`src/rtl/msb_pkg.sv`:
```
// Shared constants and FSM state type for the MSB word builder.
package msb_pkg;

  localparam int MSB_WIDTH = 32;
  localparam int MSB_POS_W = 6;

  typedef enum logic {
    COLLECT = 1'b0,
    HOLD    = 1'b1
  } state_t;

endpackage

```
`src/rtl/msb_pos_decode.sv`:
```
// Combinational 1-based position to one-hot mask expander.
// Position 0 and positions above WIDTH produce an all-zero mask; the latter
// also raise out_of_range.
module msb_pos_decode
  import msb_pkg::*;
#(
  parameter int WIDTH = MSB_WIDTH,
  parameter int POS_W = MSB_POS_W
) (
  input  logic [POS_W-1:0] pos,
  output logic [WIDTH-1:0] mask,
  output logic             out_of_range
);

  // Expand the position into a single set bit at pos-1
  always_comb begin
    mask         = '0;
    out_of_range = (pos > POS_W'(WIDTH));
    if ((pos != '0) && !out_of_range) begin
      mask = {{(WIDTH-1){1'b0}}, 1'b1} << (pos - POS_W'(1));
    end
  end

endmodule

```
`src/rtl/msb_word_builder.sv`:
```
// Rebuilds a word from a stream of 1-based MSB positions (one per beat).
// Beats are ORed into an accumulator; a beat flagged last moves the block to
// HOLD, where the finished word waits for out_ready.
// Optional feature macro: MSB_BUILD_ORDER_CHECK_EN enables the strictly
// descending order check that drives ord_err; otherwise ord_err is 0.
module msb_word_builder
  import msb_pkg::*;
#(
  parameter int WIDTH = MSB_WIDTH,
  parameter int POS_W = MSB_POS_W
) (
  input  logic             clk,
  input  logic             rst_n,
  input  logic             in_valid,
  output logic             in_ready,
  input  logic [POS_W-1:0] input_pos,
  input  logic             in_last,
  output logic             out_valid,
  input  logic             out_ready,
  output logic [WIDTH-1:0] output_num,
  output logic [POS_W-1:0] output_cnt,
  output logic             range_err,
  output logic             ord_err
);

  state_t           state_q, state_d;
  logic [WIDTH-1:0] acc_q;
  logic [POS_W-1:0] cnt_q;
  logic             rerr_q;
  logic [WIDTH-1:0] pos_mask;
  logic             pos_oor;
  logic             beat_fire;
  logic             word_drain;

  msb_pos_decode #(
    .WIDTH (WIDTH),
    .POS_W (POS_W)
  ) u_pos_decode (
    .pos          (input_pos),
    .mask         (pos_mask),
    .out_of_range (pos_oor)
  );

  assign beat_fire  = in_valid && (state_q == COLLECT);
  assign word_drain = out_ready && (state_q == HOLD);

  // State register
  always_ff @(posedge clk) begin
    if (!rst_n) state_q <= COLLECT;
    else        state_q <= state_d;
  end

  // Next-state: close the word on a last beat, reopen on drain
  always_comb begin
    state_d = state_q;
    case (state_q)
      COLLECT: if (beat_fire && in_last) state_d = HOLD;
      HOLD:    if (out_ready)            state_d = COLLECT;
      default: state_d = COLLECT;
    endcase
  end

  // Accumulator, saturating beat count and sticky range flag
  always_ff @(posedge clk) begin
    if (!rst_n || word_drain) begin
      acc_q  <= '0;
      cnt_q  <= '0;
      rerr_q <= 1'b0;
    end else if (beat_fire) begin
      acc_q <= acc_q | pos_mask;
      if (cnt_q != '1) cnt_q <= cnt_q + POS_W'(1);
      if (pos_oor) rerr_q <= 1'b1;
    end
  end

`ifdef MSB_BUILD_ORDER_CHECK_EN
  logic [POS_W-1:0] last_pos_q;
  logic             oerr_q;
  logic             pos_tracked;
  logic             ord_viol;

  // Only in-range nonzero positions take part in the order check
  assign pos_tracked = (input_pos != '0) && !pos_oor;
  assign ord_viol    = pos_tracked && (last_pos_q != '0) && (input_pos >= last_pos_q);

  // Track the last tracked position and flag any non-descending beat
  always_ff @(posedge clk) begin
    if (!rst_n || word_drain) begin
      last_pos_q <= '0;
      oerr_q     <= 1'b0;
    end else if (beat_fire) begin
      if (ord_viol)    oerr_q     <= 1'b1;
      if (pos_tracked) last_pos_q <= input_pos;
    end
  end

  assign ord_err = oerr_q;
`else
  assign ord_err = 1'b0;
`endif

  assign in_ready   = (state_q == COLLECT);
  assign out_valid  = (state_q == HOLD);
  assign output_num = acc_q;
  assign output_cnt = cnt_q;
  assign range_err  = rerr_q;

endmodule

```
`config.mk`:
```
export PLATFORM = sky130hd
export DESIGN_NAME = msb_word_builder
export DESIGN_NICKNAME = d
export VERILOG_FILES = /design/src/rtl/msb_pkg.sv /design/src/rtl/msb_pos_decode.sv /design/src/rtl/msb_word_builder.sv
export SDC_FILE = /design/constraint.sdc
export NUM_CORES = 1
export LEC_CHECK = 0
export ABC_CLOCK_PERIOD_IN_PS = 2800
export BUFFER_PORTS_ARGS = -buffer_cell sky130_fd_sc_hd__buf_2
export CAP_MARGIN = 20
export CORE_MARGIN = 8
export CORE_UTILIZATION = 45
export DETAILED_ROUTE_END_ITERATION = 16
export PLACE_DENSITY = 0.73
export SYNTH_ARGS = -nofsm -noshare
export SYNTH_HDL_FRONTEND = slang
export SYNTH_SLANG_ARGS = --single-unit
```
`constraint.sdc`:
```
create_clock -name clk -period 2.8 [get_ports clk]
set_input_delay 0.56 -clock clk [delete_from_list [all_inputs] [get_ports clk]]
set_output_delay 0.56 -clock clk [all_outputs]
set_load 0.02 [all_outputs]
```
==> results of run 1 <==
==> sequential cells by signal, summed over array words and instances (netlist names) <==
signal,cells
out_valid,1
output_cnt,6
output_num,32
range_err,1
==> where the power goes <==
part	internal (mW)	switching [mW]	leakage, nW
clock	0.237	0.192	0.0515
sequential	0.577	0.00808	0.323
combinational	0.0287	0.0620	0.476
==> synth_stat cells <==
master / count
sky130_fd_sc_hd__a21bo_2: 1
sky130_fd_sc_hd__a21boi_1: 1
sky130_fd_sc_hd__a21oi_1: 5
sky130_fd_sc_hd__a31oi_1: 32
sky130_fd_sc_hd__a41oi_1: 1
sky130_fd_sc_hd__and2_1: 2
sky130_fd_sc_hd__and3_1: 1
sky130_fd_sc_hd__and3b_1: 1
sky130_fd_sc_hd__and4_1: 2
sky130_fd_sc_hd__and4b_1: 2
sky130_fd_sc_hd__and4bb_1: 1
sky130_fd_sc_hd__buf_2: 4
sky130_fd_sc_hd__buf_4: 2
sky130_fd_sc_hd__buf_6: 3
sky130_fd_sc_hd__clkbuf_1: 6
sky130_fd_sc_hd__conb_1: 1
sky130_fd_sc_hd__dfxtp_1: 40
sky130_fd_sc_hd__ha_1: 1
sky130_fd_sc_hd__inv_1: 2
sky130_fd_sc_hd__mux2i_1: 2
sky130_fd_sc_hd__nand2_1: 6
sky130_fd_sc_hd__nand2b_1: 2
sky130_fd_sc_hd__nand3_1: 1
sky130_fd_sc_hd__nand3b_1: 1
sky130_fd_sc_hd__nor2_1: 34
sky130_fd_sc_hd__nor2_2: 1
sky130_fd_sc_hd__nor2b_1: 4
sky130_fd_sc_hd__nor3_1: 3
sky130_fd_sc_hd__nor4b_4: 1
sky130_fd_sc_hd__o21ai_0: 1
sky130_fd_sc_hd__o311ai_0: 1
sky130_fd_sc_hd__o41ai_1: 1
sky130_fd_sc_hd__or2_0: 1
==> per-stage QoR <==
stage           util  power (mW)
2_1_floorplan      -       0.664
3_3_place_gp   0.534       0.688
3_5_place_dp   0.534       0.688
4_1_cts        0.563        1.10
5_1_grt        0.563        1.15
6_report       0.563        1.10
==> worst paths after layout <==
path / endpoint / slack (ns)
hold / removal: out_valid / 0.43
setup / recovery: out_valid / 1.09
setup reg to reg: output_num[4] / 1.22
hold reg to reg: range_err / 0.46
==> cells by family (layout without fill, tap and decap cells) <==
group	count (synthesis)	count (layout)
mux	2	2
compound gates	43	43
flops	40	40
buf+inv	17	62
simple gates	63	63
fa+ha+maj	1	1
other cells	1	1
==> final cells by class <==
cell class,count,area (µm²),share of cell area
Clock buffer,7,65.1,0.0349
Clock inverter,1,30.0,0.0161
Inverter,2,7.51,0.00403
Multi-Input combinational cell,110,639,0.343
Sequential cell,40,801,0.430
Tap cell,46,57.6,0.0309
Timing Repair Buffer,52,263,0.141
==> per-layer routing <==
| metal | vias up | wire, µm |
|---|---|---|
| li1 | 681 | - |
| met1 | 603 | 1760 |
| met2 | 48 | 1570 |
| met3 | 6 | 304 |
| met4 | 0 | 46 |
| met5 | - | 0 |
==> results.py, run 1 <==
metrics = {
    "timing": {
        "rsz0062_at_grt": "false",
        "endpoints_failing_setup": 0,
        "fin_crit_sh": 0.610,
        "worst-slew-pin-transition_ns": 0.774,
        "fin_worst_hold_slack_ns": 0.425,
        "relSlewSlack": 0.482,
        "slew_violations": 0,
        "finalWorstPathRequiredPeriod_ns": 1.71,
        "final.setup_skew_ns": 0.00913,
        "postLayoutSetupSlackWorst_ns": 1.09,
        "count_of_endpoints_failing_hold_in_the_final_timing_report": 0,
        "tns_ns": 0,
        "fmaxAchievable_ghz": 0.585,
    },
    "yosys": {
        "synth-warning-count": 0,
        "area_share_of_xor_xnor_cells_in_the_synthesized_design": 0,
        "synthesis.instances": 167,
        "synth_simple_gate_area_frac": 0.214,
        "synth_top_family_by_area": "simple AND/OR/NAND/NOR gates",
        "synth.cell_area_um2": 1540,
        "synthDistinctLibCells": 33,
        "seq_total_area_yosys": 0.520,
        "synth_largest_type_area_fraction": 0.520,
        "synth_area_leaders": "sky130_fd_sc_hd__dfxtp_1 (52%), sky130_fd_sc_hd__a31oi_1 (13%), sky130_fd_sc_hd__nor2_1 (8.3%), sky130_fd_sc_hd__buf_6 (2.2%), sky130_fd_sc_hd__a21oi_1 (1.6%)",
        "ys_ff_latch": 40,
        "synth_mux_area_frac": 0.0130,
        "synth.net_count": 179,
        "synth_adder_area_share": 0.00813,
        "share_of_the_synthesized_area_in_compound_gates_ao_oa_aoi_oai": 0.178,
        "synth_top_cell_by_area": "sky130_fd_sc_hd__dfxtp_1",
        "postSynthAreaPerCell_um2": 9.22,
    },
    "clock_tree": {
        "cts.repair_timing.setup_buffer_count": 0,
        "cts_root_buf": "sky130_fd_sc_hd__clkbuf_4",
        "insertion_delay_ns": 0.36,
        "postCtsHoldBufs": 0,
        "cts.repair.resized": 0,
        "clock_tree.buffer_depth": 2,
        "cts_tree": "built",
        "h-tree-depth": 2,
        "cts.reportedPaths.clkPinSlew_ns": 0.12,
        "clock_sink_count": 40,
        "cts_buffers": 5,
    },
    "final_layout": {
        "antenna_cells": 0,
        "layout_commonest_cell": "sky130_fd_sc_hd__buf_2",
        "area_delta_synth_final_pct": 21.1,
        "final_area_um2": 1860,
        "final_layout_size_suffix_gt1_frac": 0.297,
        "final_instance_count_excl_fillers": 258,
        "most-common-layout-cells": "sky130_fd_sc_hd__buf_2 (51), sky130_fd_sc_hd__dfxtp_1 (40), sky130_fd_sc_hd__nor2_1 (34), sky130_fd_sc_hd__a31oi_1 (32), sky130_fd_sc_hd__nand2_1 (6)",
        "finish.net_count": 223,
        "fillers": 325,
    },
    "global_routing": {
        "grtUsageMet3": 0.0593,
        "groute.usage.overall": 0.139,
        "use_met2": 0.200,
        "first_global_vias": 1229,
        "gr-max-usage-layer": "met2",
        "number_of_antenna_violations_at_the_first_check_in_global_routing": 0,
        "grt_first_pass_wirelength_mm": 5.87,
        "met1_usage_in_global_routing": 0.179,
        "pin_count_of_the_biggest_net_entering_global_routing": 27,
        "overflow": 0,
    },
    "route": {
        "drt_iter0_markers": 147,
        "drc": 0,
        "finalWirelength_mm": 3.68,
        "vias": 1338,
        "viasPerCell": 5.19,
        "detailedRoute.firstPassIterationCount": 4,
        "antenna_violating_nets_left": 0,
        "post_drt_wl_per_cell_um": 14.3,
    },
    "power": {
        "power-per-cell-area_nw_per_um2": 593,
        "vdd_ir_drop_max_v": 0.000290,
        "leakagePower_nw": 0.850,
    },
    "worst_setup_path": {
        "timing_worst_setup_path_type": "flip-flop to primary output",
        "worstSetupPathDepth": 1,
        "delay_of_the_slowest_cell_on_the_worst_path_ns": 0.55,
        "critPathMaxFanout": 11,
        "rr_worst_depth": 4,
        "start_kind": "flip-flop",
        "critical_path.top_delay_family": "flip-flops",
        "worstReg2RegStart": "out_valid",
        "crit_path_end_kind": "primary output",
        "critical_path.slowest_cell": "sky130_fd_sc_hd__dfxtp_1",
        "worstPathArrival_ns": 1.15,
        "worstPathRequired_ns": 2.24,
        "worstPathCellList": "buf_2",
        "worstSetupStartpoint": "out_valid",
        "critical_path_buf_inv_count": 1,
    },
    "job": {
        "cap_violations": 0,
    },
    "die": {
        "core-area_um2": 3310,
        "floorplan.io_pins": 53,
        "std_cell_rows": 21,
        "floorplan.die_area_um2": 5550,
        "initial_utilization": 0.465,
        "fp.dieH_um": 74.5,
        "die-width_um": 74.5,
    },
    "placement": {
        "hpwlAfterDp_mm": 2.62,
        "place.gp.congestion": 0.774,
        "dpl_cell_area_um2": 1770,
        "numPortBuffers": 51,
        "placed_cells_incl_taps": 250,
        "post-place-ws_ns": 1.04,
    },
    "min_path": {
        "hold_path_class": "input pin to flip-flop",
        "timing.hold.worst.start": "in_last",
        "hold-path-cell-count": 3,
    },
    "run_status": {
        "run_status": "finished clean",
    },
}
No activity file was read; power rests on OpenSTA's default activity.
==> inputs of run 2 (changes only) <==
--- a/config.mk
+++ b/config.mk
@@ -5,13 +5,13 @@
 export SDC_FILE = /design/constraint.sdc
 export NUM_CORES = 1
 export LEC_CHECK = 0
-export ABC_CLOCK_PERIOD_IN_PS = 2800
+export ABC_CLOCK_PERIOD_IN_PS = 1500
 export BUFFER_PORTS_ARGS = -buffer_cell sky130_fd_sc_hd__buf_2
 export CAP_MARGIN = 20
 export CORE_MARGIN = 8
-export CORE_UTILIZATION = 45
+export CORE_UTILIZATION = 44
 export DETAILED_ROUTE_END_ITERATION = 16
-export PLACE_DENSITY = 0.73
+export PLACE_DENSITY = 0.74
 export SYNTH_ARGS = -nofsm -noshare
 export SYNTH_HDL_FRONTEND = slang
 export SYNTH_SLANG_ARGS = --single-unit
==> constraint.sdc (replaced) <==
create_clock -name clk -period 1.5 [get_ports clk]
set_input_delay 0.3 -clock clk [delete_from_list [all_inputs] [get_ports clk]]
set_output_delay 0.3 -clock clk [all_outputs]
set_load 0.02 [all_outputs]
==> run 2 against run 1 <==
Effect of this change:
- design area rose by 1.1%
- utilization rose by 0.19 points
- sequential share of layout area fell by 0.42 points
- wire length rose by 1.4%
- cell count rose by 2.3%
- power rose by 63%
- non-clock buffer count rose by 7
- largest cell class unchanged
- highest routed layer unchanged
==> results.py, run 2 (synthesis gave the netlist of run 1 again) <==
metrics = {
    "run_status": {
        "run_status": "finished clean",
    },
    "clock_tree": {
        "cts.repair_timing.setup_buffer_count": 0,
        "h-tree-depth": 2,
        "cts_buffers": 5,
        "cts.reportedPaths.clkPinSlew_ns": 0.11,
        "clock_tree.buffer_depth": 2,
        "clock_sink_count": 40,
        "cts_tree": "built",
        "postCtsHoldBufs": 0,
        "cts.repair.resized": 0,
        "cts_root_buf": "sky130_fd_sc_hd__clkbuf_4",
        "insertion_delay_ns": 0.35,
    },
    "timing": {
        "finalWorstPathRequiredPeriod_ns": 1.37,
        "endpoints_failing_setup": 0,
        "worst-slew-pin-transition_ns": 0.629,
        "rsz0062_at_grt": "false",
        "fin_crit_sh": 0.911,
        "fmaxAchievable_ghz": 0.731,
        "slew_violations": 0,
        "relSlewSlack": 0.580,
        "count_of_endpoints_failing_hold_in_the_final_timing_report": 0,
        "final.setup_skew_ns": 0.00288,
        "tns_ns": 0,
    },
    "worst_setup_path": {
        "critPathMaxFanout": 4,
        "worstSetupStartpoint": "output_cnt[1]",
        "start_kind": "flip-flop",
        "crit_path_end_kind": "flip-flop",
        "worstReg2RegStart": "output_cnt[1]",
        "critical_path.top_delay_family": "compound AO/OA/AOI/OAI gates",
        "delay_of_the_slowest_cell_on_the_worst_path_ns": 0.39,
        "critical_path.slowest_cell": "sky130_fd_sc_hd__dfxtp_1",
        "worstPathArrival_ns": 1.60,
        "worstPathRequired_ns": 1.73,
        "critical_path_buf_inv_count": 0,
        "worstPathCellList": "ha_1 -> nand3b_1 -> o311ai_0 -> o41ai_1",
        "timing_worst_setup_path_type": "flip-flop to flip-flop",
    },
    "power": {
        "power-per-cell-area_nw_per_um2": 955,
        "vdd_ir_drop_max_v": 0.000403,
        "power.total_mw": 1.80,
        "leakagePower_nw": 0.867,
    },
    "placement": {
        "numPortBuffers": 51,
        "placed_cells_incl_taps": 257,
        "place.gp.congestion": 0.789,
        "hpwlAfterDp_mm": 2.74,
        "dpl_cell_area_um2": 1830,
    },
    "final_layout": {
        "largest_reg_flops": 32,
        "area_delta_synth_final_pct": 22.4,
        "finish.net_count": 230,
        "most-common-layout-cells": "sky130_fd_sc_hd__buf_2 (51), sky130_fd_sc_hd__dfxtp_1 (39), sky130_fd_sc_hd__nor2_1 (34), sky130_fd_sc_hd__a31oi_1 (32), sky130_fd_sc_hd__buf_4 (7)",
        "final_instance_count_excl_fillers": 264,
        "final_area_um2": 1880,
        "antenna_cells": 0,
        "final_layout_size_suffix_gt1_frac": 0.321,
        "layout_commonest_cell": "sky130_fd_sc_hd__buf_2",
    },
    "route": {
        "drc": 0,
        "antenna_violating_nets_left": 0,
        "drt_iter0_markers": 102,
        "viasPerCell": 5.27,
        "detailedRoute.firstPassIterationCount": 6,
        "finalWirelength_mm": 3.74,
        "post_drt_wl_per_cell_um": 14.2,
        "vias": 1390,
    },
    "global_routing": {
        "grt_first_pass_wirelength_mm": 5.81,
        "first_global_vias": 1252,
        "number_of_antenna_violations_at_the_first_check_in_global_routing": 0,
        "overflow": 0,
        "groute.usage.overall": 0.135,
        "pin_count_of_the_biggest_net_entering_global_routing": 31,
    },
    "die": {
        "core-area_um2": 3340,
        "floorplan.die_area_um2": 5650,
        "die-width_um": 75.1,
        "fp.dieH_um": 75.1,
        "initial_utilization": 0.461,
        "std_cell_rows": 21,
        "floorplan.io_pins": 53,
    },
    "min_path": {
        "hold_path_class": "input pin to flip-flop",
        "timing.hold.worst.start": "in_last",
    },
    "job": {
        "cap_violations": 0,
    },
}
==> run 2: changes by cell type in the layout (fill, tap and decap cells not counted) <==
cell and delta:
sky130_fd_sc_hd__buf_12 +1, sky130_fd_sc_hd__bufinv_16 -1, sky130_fd_sc_hd__dfxtp_1 -1, sky130_fd_sc_hd__buf_4 +6
sky130_fd_sc_hd__dfxtp_2 +1, sky130_fd_sc_hd__clkbuf_8 -2, sky130_fd_sc_hd__clkinv_2 +1, sky130_fd_sc_hd__clkinvlp_4 +1
==> run 2: routing by layer <==
layer	share of wire	track usage	vias to the layer above
met5	0	0	-
met4	0.015	0.0576	0
met3	0.081	0.0586	7
met2	0.43	0.201	40
met1	0.47	0.164	646
li1	-	-	697
==> run 2: final cells by class <==
class / count / area, µm²
sequential: 40 / 802
timing repair buffer: 59 / 328
tap: 46 / 57.6
clock inverter: 2 / 12.5
fill: 322 / 1450
multi-input combinational: 110 / 639
inverter: 2 / 7.51
clock buffer: 5 / 37.5
==> run 2: worst paths after layout <==
path | endpoint | slack (ns) | cells after the start
setup reg to reg | output_cnt[4] | 0.13 | 4
hold / removal | out_valid | 0.19 | 3
hold reg to reg | range_err | 0.45 | 2
setup / recovery | output_cnt[4] | 0.13 | 4
==> run 2: where the power goes <==
part / total [mW] / switching [mW] / internal [mW] / leakage, nW
Clock: 0.517 / 0.346 / 0.171 / 0.0271
Sequential: 1.09 / 0.0128 / 1.08 / 0.323
Combinational: 0.193 / 0.122 / 0.0717 / 0.516
Total: 1.80 / 0.481 / 1.32 / 0.867
==> run 2: tightest hold or removal path, cell delays in order <==
cell                      delay [ns]
sky130_fd_sc_hd__buf_2          0.07
sky130_fd_sc_hd__a21oi_1        0.06
sky130_fd_sc_hd__nor2_1         0.08
==> run 2: through the flow <==
step           utilization  setup slack (ns)  hold WS (ns)
2_1_floorplan            -             0.138         0.438
3_3_place_gp         0.549             0.214         0.434
3_5_place_dp         0.549             0.181         0.435
4_1_cts              0.564            0.0607         0.185
5_1_grt              0.565            0.0729         0.223
6_report             0.565             0.133         0.194
==> inputs of run 3 (changes only) <==
--- a/config.mk
+++ b/config.mk
@@ -12,6 +12,7 @@
 export CORE_UTILIZATION = 44
 export DETAILED_ROUTE_END_ITERATION = 16
 export PLACE_DENSITY = 0.74
+export REMOVE_ABC_BUFFERS = 1
 export SYNTH_ARGS = -nofsm -noshare
 export SYNTH_HDL_FRONTEND = slang
 export SYNTH_SLANG_ARGS = --single-unit
==> constraint.sdc (replaced) <==
create_clock -name clk -period 1.5 [get_ports clk]
set_input_delay 0 -clock clk [delete_from_list [all_inputs] [get_ports clk]]
set_output_delay 0 -clock clk [all_outputs]
set_load 0.02 [all_outputs]
==> run 3 against run 2 <==
Effect of this change:
- clock power is 45% higher
- register-to-register slack better by 0.06 ns
- combinational power is 3% lower
- fmax is 4.8% higher
- sequential share of layout area is 0.65 points lower
- setup slack better by 0.063 ns
- clock skew is 0.0071 ns higher
- wire length is 2.4% higher
- die area stayed put
- non-clock buffer count is 1 lower
- worst hold slack worse by 0.15 ns
- critical endpoint is now out_valid
- largest cell class unchanged
==> results.py, run 3 (synthesis gave the netlist of run 1 again) <==
metrics = {
    "placement": {
        "placed_cells_incl_taps": 253,
        "place.gp.congestion": 0.856,
        "hpwlAfterDp_mm": 2.72,
        "numPortBuffers": 51,
    },
    "worst_setup_path": {
        "critical_path.top_delay_family": "buffers and inverters",
        "worstPathArrival_ns": 1.60,
        "worstReg2RegStart": "out_valid",
        "critical_path.slowest_cell": "sky130_fd_sc_hd__dlygate4sd3_1",
        "crit_path_end_kind": "flip-flop",
        "timing_worst_setup_path_type": "flip-flop to flip-flop",
        "delay_of_the_slowest_cell_on_the_worst_path_ns": 0.57,
        "rr_worst_depth": 3,
        "critPathMaxFanout": 11,
        "timing.reg2reg.setup_slack_ns": 0.20,
        "worstPathCellList": "a21oi_1 -> dlygate4sd3_1 -> nor2_1",
        "start_kind": "flip-flop",
        "worstPathRequired_ns": 1.79,
        "critical_path_buf_inv_count": 1,
        "regToRegEndpoint": "out_valid",
    },
    "die": {
        "die-width_um": 75.1,
        "std_cell_rows": 21,
        "floorplan.io_pins": 53,
        "core-area_um2": 3340,
        "initial_utilization": 0.461,
        "fp.dieH_um": 75.1,
        "floorplan.die_area_um2": 5650,
    },
    "power": {
        "vdd_ir_drop_max_v": 0.000558,
        "p_clk_frac": 0.370,
        "p_sw_uw": 490,
        "power-per-cell-area_nw_per_um2": 1060,
        "leakagePower_nw": 0.874,
        "cell_internal_pwr_mw": 1.54,
        "power.total_mw": 2.03,
        "power.combinational.fraction": 0.093,
        "seq_power_share": 0.537,
        "sw_frac_of_total": 0.241,
    },
    "route": {
        "finalWirelength_mm": 3.83,
        "drc": 0,
        "viasPerCell": 5.28,
        "detailedRoute.firstPassIterationCount": 4,
        "antenna_violating_nets_left": 0,
        "vias": 1395,
        "drt_iter0_markers": 100,
        "post_drt_wl_per_cell_um": 14.5,
    },
    "final_layout": {
        "most-common-layout-cells": "sky130_fd_sc_hd__buf_2 (51), sky130_fd_sc_hd__dfxtp_1 (40), sky130_fd_sc_hd__nor2_1 (34), sky130_fd_sc_hd__a31oi_1 (32), sky130_fd_sc_hd__nand2_1 (6)",
        "layout_commonest_cell": "sky130_fd_sc_hd__buf_2",
        "final_instance_count_excl_fillers": 264,
        "largest_reg_flops": 32,
        "final_layout_size_suffix_gt1_frac": 0.303,
        "fillers": 309,
        "antenna_cells": 0,
        "finish.net_count": 229,
        "area_delta_synth_final_pct": 24.1,
    },
    "timing": {
        "rsz0062_at_grt": "false",
        "tns_ns": 0,
        "final.setup_skew_ns": 0.00995,
        "count_of_endpoints_failing_hold_in_the_final_timing_report": 0,
        "fmaxAchievable_ghz": 0.767,
        "finalWorstPathRequiredPeriod_ns": 1.30,
        "endpoints_failing_setup": 0,
        "fin_crit_sh": 0.870,
        "slew_violations": 0,
        "relSlewSlack": 0.611,
        "worst-slew-pin-transition_ns": 0.582,
    },
    "clock_tree": {
        "h-tree-depth": 2,
        "clock_tree.buffer_depth": 2,
        "cts_root_buf": "sky130_fd_sc_hd__clkbuf_4",
        "insertion_delay_ns": 0.35,
        "cts_tree": "built",
        "cts.reportedPaths.clkPinSlew_ns": 0.11,
        "clock_sink_count": 40,
        "cts_buffers": 5,
    },
    "global_routing": {
        "groute.usage.overall": 0.140,
        "pin_count_of_the_biggest_net_entering_global_routing": 22,
        "overflow": 0,
        "first_global_vias": 1262,
        "number_of_antenna_violations_at_the_first_check_in_global_routing": 0,
        "grt_first_pass_wirelength_mm": 6.05,
    },
    "job": {
        "cap_violations": 0,
    },
    "min_path": {
        "hold_path_class": "input pin to flip-flop",
        "hold-path-cell-count": 4,
        "timing.hold.worst.start": "out_ready",
        "timing.hold.worst_endpoint": "output_cnt[4]",
    },
    "run_status": {
        "run_status": "finished clean",
    },
}
-- run 3: cell types whose count changed in the layout (fill, tap and decap cells not counted), sizes merged --
cell / before / now
buf: 59 / 55
dlygate4sd3: 0 / 3
bufinv: 0 / 1
clkbuf: 5 / 6
clkinvlp: 1 / 0
-- run 3: final cells by class --
class / count / area (µm²) / share of cell area
Clock buffer: 6 / 51.3 / 0.0269
Clock inverter: 2 / 38.8 / 0.0203
Inverter: 2 / 7.51 / 0.00393
Multi-Input combinational cell: 110 / 639 / 0.335
Sequential cell: 40 / 801 / 0.419
Tap cell: 46 / 57.6 / 0.0301
Timing Repair Buffer: 58 / 315 / 0.165
-- run 3: worst max-delay path by stage --
stage             startpoint              to  slack (ns)  cells past startpoint
2_1_floorplan      out_valid   output_cnt[4]       -0.09                      3
3_3_place_gp       out_valid  output_num[22]        0.23                      4
3_5_place_dp   output_cnt[0]   output_cnt[4]        0.16                      4
4_1_cts        output_cnt[0]   output_cnt[4]        0.16                      4
5_1_grt        output_cnt[0]   output_cnt[4]        0.01                      4
6_report           out_valid       out_valid        0.20                      3
-- run 3: what timing repair did --
action / CTS / global route
resized for setup: 0 / 1
endpoints found under the setup margin: 0 / 1
endpoints found under the hold margin: 2 / 0
buffers inserted: 0 / 0
hold buffers: 3 / 0
-- run 3: power groups by stage --
stage                     logic (mW)  registers (mW)  clock network, mW
after floorplan               0.0864            1.13                  0
after global placement         0.177            1.11                  0
after detailed placement       0.179            1.11                  0
after CTS                      0.188            1.09              0.773
after global routing           0.204            1.09              0.822
final                          0.188            1.09              0.752
-- run 3: routing by layer --
metal  track usage  up-vias  wire, µm
met2         0.222       39      1820
met3        0.0466        6       287
met4        0.0576        0        57
met1         0.170      656      1660
met5             0        -         0
li1              -      694         -
-- run 3: worst register-to-register path: stages (launching register included) --
cell and delay, ns:
sky130_fd_sc_hd__dfxtp_1 0.53, sky130_fd_sc_hd__a21oi_1 0.08, sky130_fd_sc_hd__dlygate4sd3_1 0.57, sky130_fd_sc_hd__nor2_1 0.08
-- run 3: metrics by stage --
| stage | hold slack [ns] | util | instance area, µm² | setup slack (ns) |
|---|---|---|---|---|
| after CTS | 0.0204 | 0.573 | 1910 | 0.156 |
| final | 0.0475 | 0.573 | 1910 | 0.196 |
| after detailed placement | 0.267 | 0.537 | 1790 | 0.162 |
| after global placement | 0.256 | 0.537 | 1790 | 0.228 |
| after floorplan | 0.141 | - | 1450 | -0.0900 |
| after global routing | 0.0595 | 0.573 | 1910 | 0.0147 |
